### src/rtl/prio_event_pkg.sv
// rtl/prio_event_pkg.sv - shared FSM state type and index-width helper for the event encoder
package prio_event_pkg;

    typedef enum logic {
        IDLE = 1'b0,
        HOLD = 1'b1
    } state_t;

    function automatic int idx_width(input int n);
        return (n < 2) ? 1 : $clog2(n);
    endfunction

endpackage

### src/rtl/prio_pick.sv
// rtl/prio_pick.sv - combinational wrap-around priority scan, downward from base
module prio_pick
    import prio_event_pkg::*;
#(
    parameter  int N = 8,
    localparam int W = idx_width(N)
) (
    input  logic [N-1:0] vec,
    input  logic [W-1:0] base,
    output logic [W-1:0] idx,
    output logic         any
);

    // Step k looks at (base - k) mod N; the first hit in scan order wins.
    always_comb begin
        int p;
        p   = 0;
        idx = '0;
        any = 1'b0;
        for (int k = 0; k < N; k++) begin
            p = int'(base) - k;
            if (p < 0) begin
                p = p + N;
            end
            if (!any && vec[W'(p)]) begin
                idx = W'(p);
                any = 1'b1;
            end
        end
    end

endmodule

### src/rtl/prio_event_encoder.sv
// rtl/prio_event_encoder.sv - sticky-pending priority event encoder with valid/ready index output; PRIO_EVENT_RR_EN adds round-robin
module prio_event_encoder
    import prio_event_pkg::*;
#(
    parameter  int N = 8,
    localparam int W = idx_width(N)
) (
    input  logic         clk,
    input  logic         rst_n,
    input  logic         en,
    input  logic [N-1:0] req,
    input  logic [N-1:0] mask,
    output logic [W-1:0] out_idx,
    output logic         out_valid,
    input  logic         out_ready,
    output logic [N-1:0] pending
);

    localparam logic [W-1:0] TOP_IDX = W'(N - 1);

    state_t         state;
    state_t         state_next;
    logic [N-1:0]   elig;
    logic [N-1:0]   clr_onehot;
    logic [W-1:0]   base;
    logic [W-1:0]   pick;
    logic           pick_any;
    logic           accept;
    logic           issue;

    assign elig = pending & ~mask;

`ifdef PRIO_EVENT_RR_EN
    logic [W-1:0] ptr;

    // Next scan starts just below the last issued index, wrapping to the top.
    always_ff @(posedge clk or negedge rst_n) begin
        if (!rst_n) begin
            ptr <= TOP_IDX;
        end else if (issue) begin
            ptr <= (pick == '0) ? TOP_IDX : pick - W'(1);
        end
    end

    assign base = ptr;
`else
    assign base = TOP_IDX;
`endif

    prio_pick #(.N(N)) u_pick (
        .vec  (elig),
        .base (base),
        .idx  (pick),
        .any  (pick_any)
    );

    always_ff @(posedge clk or negedge rst_n) begin
        if (!rst_n) begin
            state <= IDLE;
        end else begin
            state <= state_next;
        end
    end

    always_comb begin
        state_next = state;
        case (state)
            IDLE: if (issue) state_next = HOLD;
            HOLD: if (accept && !issue) state_next = IDLE;
            default: state_next = IDLE;
        endcase
    end

    // A held index is only replaced on acceptance, so mask/en changes never withdraw it.
    always_comb begin
        accept     = out_valid && out_ready;
        issue      = en && pick_any && ((state == IDLE) || accept);
        clr_onehot = '0;
        if (issue) begin
            clr_onehot[pick] = 1'b1;
        end
    end

    // Set has priority over clear so a re-request of the issued index is kept.
    always_ff @(posedge clk or negedge rst_n) begin
        if (!rst_n) begin
            pending   <= '0;
            out_idx   <= '0;
            out_valid <= 1'b0;
        end else begin
            pending   <= (pending & ~clr_onehot) | (en ? req : '0);
            out_valid <= (state_next == HOLD);
            if (issue) begin
                out_idx <= pick;
            end
        end
    end

endmodule

### config.mk
export PLATFORM = sky130hd
export DESIGN_NAME = prio_event_encoder
export DESIGN_NICKNAME = d
export VERILOG_FILES = /design/src/rtl/prio_event_pkg.sv /design/src/rtl/prio_pick.sv /design/src/rtl/prio_event_encoder.sv
export SDC_FILE = /design/constraint.sdc
export NUM_CORES = 1
export LEC_CHECK = 0
export ABC_AREA = 1
export BUFFER_PORTS_ARGS = -buffer_cell sky130_fd_sc_hd__buf_2
export CAP_MARGIN = 20
export CELL_PAD_IN_SITES_DETAIL_PLACEMENT = 1
export CELL_PAD_IN_SITES_GLOBAL_PLACEMENT = 1
export CORE_MARGIN = 2
export CORE_UTILIZATION = 24
export DETAILED_ROUTE_END_ITERATION = 12
export PLACE_DENSITY = 0.85
export SETUP_SLACK_MARGIN = 0.05
export SLEW_MARGIN = 20
export SYNTH_ARGS = -nofsm -noshare
export SYNTH_HDL_FRONTEND = slang
export SYNTH_SLANG_ARGS = --single-unit
### constraint.sdc
create_clock -name clk -period 1.1 [get_ports clk]
set_clock_uncertainty 0.15 [all_clocks]
set_input_delay 0.11 -clock clk [delete_from_list [all_inputs] [get_ports clk]]
set_output_delay 0.11 -clock clk [all_outputs]
set_load 0.005 [all_outputs]
==> flow_summary.ini <==
[global_route]
grt-ovfl-total = 0
grt_first_pass_wirelength_um = 1610
grt_pass1_vias = 374
grt_usage = 0.122
grt_max_degree = 10
antenna_found_initial = 0

[flow_run]
maxCapViolations = 0

[floorplan]
die_h_um = 42.4
die-width_um = 42.4
core-area_um2 = 1330
num_io_pins = 32
rows = 13
start_util = 0.265
dieArea_um2 = 1800

[synthesis]
yosysWarningCount = 0
synth.avg_cell_area_um2 = 8.85
synthCells = 40
synth-seq-cells = 9
ys_types = 7
synth.yosys.seq_area_share = 0.636
syn_area_um2 = 354

[place]
place_congestion = 0.581
dpl_cell_area_um2 = 453
dp.cells = 73
port_buffers = 20
dp_hpwl_um = 636

[final_layout]
utilization = 0.451
final-seq-area_um2 = 225
multiInputGateArea_um2 = 75.1
design_area_um2 = 602
final_nets = 96
stdcell_count = 90
fillCellCount = 175
area_growth_pct = 70.0
layout_common_cells = buf_2 (20), nand2_1 (16), dlygate4sd3_1 (10), inv_1 (9), dfrtp_1 (9)
drive_above_1_share = 0.347
n_antenna_cell = 0
layout_commonest_cell = buf_2

[pwr]
p_leak_uw = 0.000334
ir_drop_mv = 0.466
powerDensity_nw_per_um2 = 1070
totalPowerFinal_uw = 644

[sta]
post-route-period-util = 0.931
drv_slew = 0
max_clock_freq_mhz = 977
setup_viol = 0
rsz0062_at_grt = yes
period_minus_slack_ns = 1.02
fin_tns_setup_ns = 0
hold_violations = 0

[setup_path]
path_max_fanout = 2
cp_cell_sequence = buf_2
cp-start-kind = register
timing.critical_path.buf_inv = 1
end_kind = output pin
crit_family = flip-flops
cp.depth = 1
worstRegToRegCells = 3
critPathKind = register to output pin
cpPeakStageDelay_ns = 0.38
cp_slowest_cell = dfrtp_1
arrival_ns = 0.76
required_ns = 0.84

[cts]
clkSlewWorstSetupHoldPaths_ns = 0.06
clockBufferDepth = 2
cts_tree = done
cts-root-buf = clkbuf_4
cts.sinks = 9
cts_resized = 0
h-tree-depth = 1
cts_buffers = 3
insertion_delay_ns = 0.25

[route]
viasPerCell = 3.87
first_iter_violations = 2
ant_nets = 0
wl_um = 929
wl_per_cell_um = 10.3
vias = 348
first_pass_iters = 4
drc = 0

[worst_hold_path]
worstHoldPathType = input pin to register
holdPathStages = 3

[status]
outcome = finished, final reports clean
cells in the mapped netlist:
library cell	n	area share
nor2_1	1	0.011
buf_2	1	0.014
conb_1	1	0.011
buf_4	3	0.064
dfrtp_1	9	0.64
nand2_1	16	0.17
inv_1	9	0.095
per-layer routing:
| metal | wire length, um | part of all wire | up-vias | global-route usage |
|---|---|---|---|---|
| met5 | 0 | 0 | - | 0 |
| li1 | - | - | 173 | - |
| met3 | 58 | 0.062 | 2 | 0.0259 |
| met2 | 520 | 0.56 | 12 | 0.218 |
| met1 | 342 | 0.37 | 161 | 0.128 |
| met4 | 8 | 0.0086 | 0 | 0.0750 |
through the flow:
stage / setup slack, ns / hold slack, ns
floorplan: 0.380 / -0.336
global placement: 0.360 / -0.177
detailed placement: 0.334 / -0.173
CTS: 0.0533 / 0.0166
global route: 0.0269 / 0.0173
finish: 0.0764 / 0.0119
power by group:
part / leakage, uW / total [uW] / switching [uW] / internal, uW
logic: 0.000235 / 65.9 / 25.9 / 39.9
registers: 0.0000839 / 331 / 0.0000000000000418 / 331
clock network: 0.0000150 / 247 / 107 / 139
total: 0.000334 / 644 / 133 / 510
area by class of cell:
| class | instances | area share |
|---|---|---|
| Timing Repair Buffer | 33 | 0.370 |
| Inverter | 9 | 0.0561 |
| Multi-Input combinational cell | 20 | 0.125 |
| Sequential cell | 9 | 0.374 |
| Tap cell | 15 | 0.0312 |
| Clock buffer | 4 | 0.0437 |
cells by family after synthesis:
kind of cell	after synthesis	share of synthesized area
other cells	1	0.0106
simple gates	17	0.180
buf+inv	13	0.173
flops	9	0.636
tightest hold or removal path: stages:
cell	delay, ns
buf_2	0.15
nand2_1	0.07
nand2_1	0.04
sequential cells by signal, summed over array words and instances, names as in the netlist:
signal / flops
out_valid: 1
pending: 8
worst paths after layout:
check                      startpoint  slack (ns)    endpoint
min reg2reg                pending[1]        0.30  pending[1]
max                        pending[3]        0.08  pending[3]
min                                en        0.01  pending[0]
max reg2reg                pending[2]        0.24  pending[2]
min in group asynchronous       rst_n        0.09  pending[0]
max in group asynchronous       rst_n        0.53  pending[7]
timing repair:
action	in CTS	in global routing
endpoints found under the setup margin	0	6
hold buffers	10	0
hold endpoints to repair	18	0
buffers inserted	0	3
Note: power is estimated with default switching activity, not from simulation.
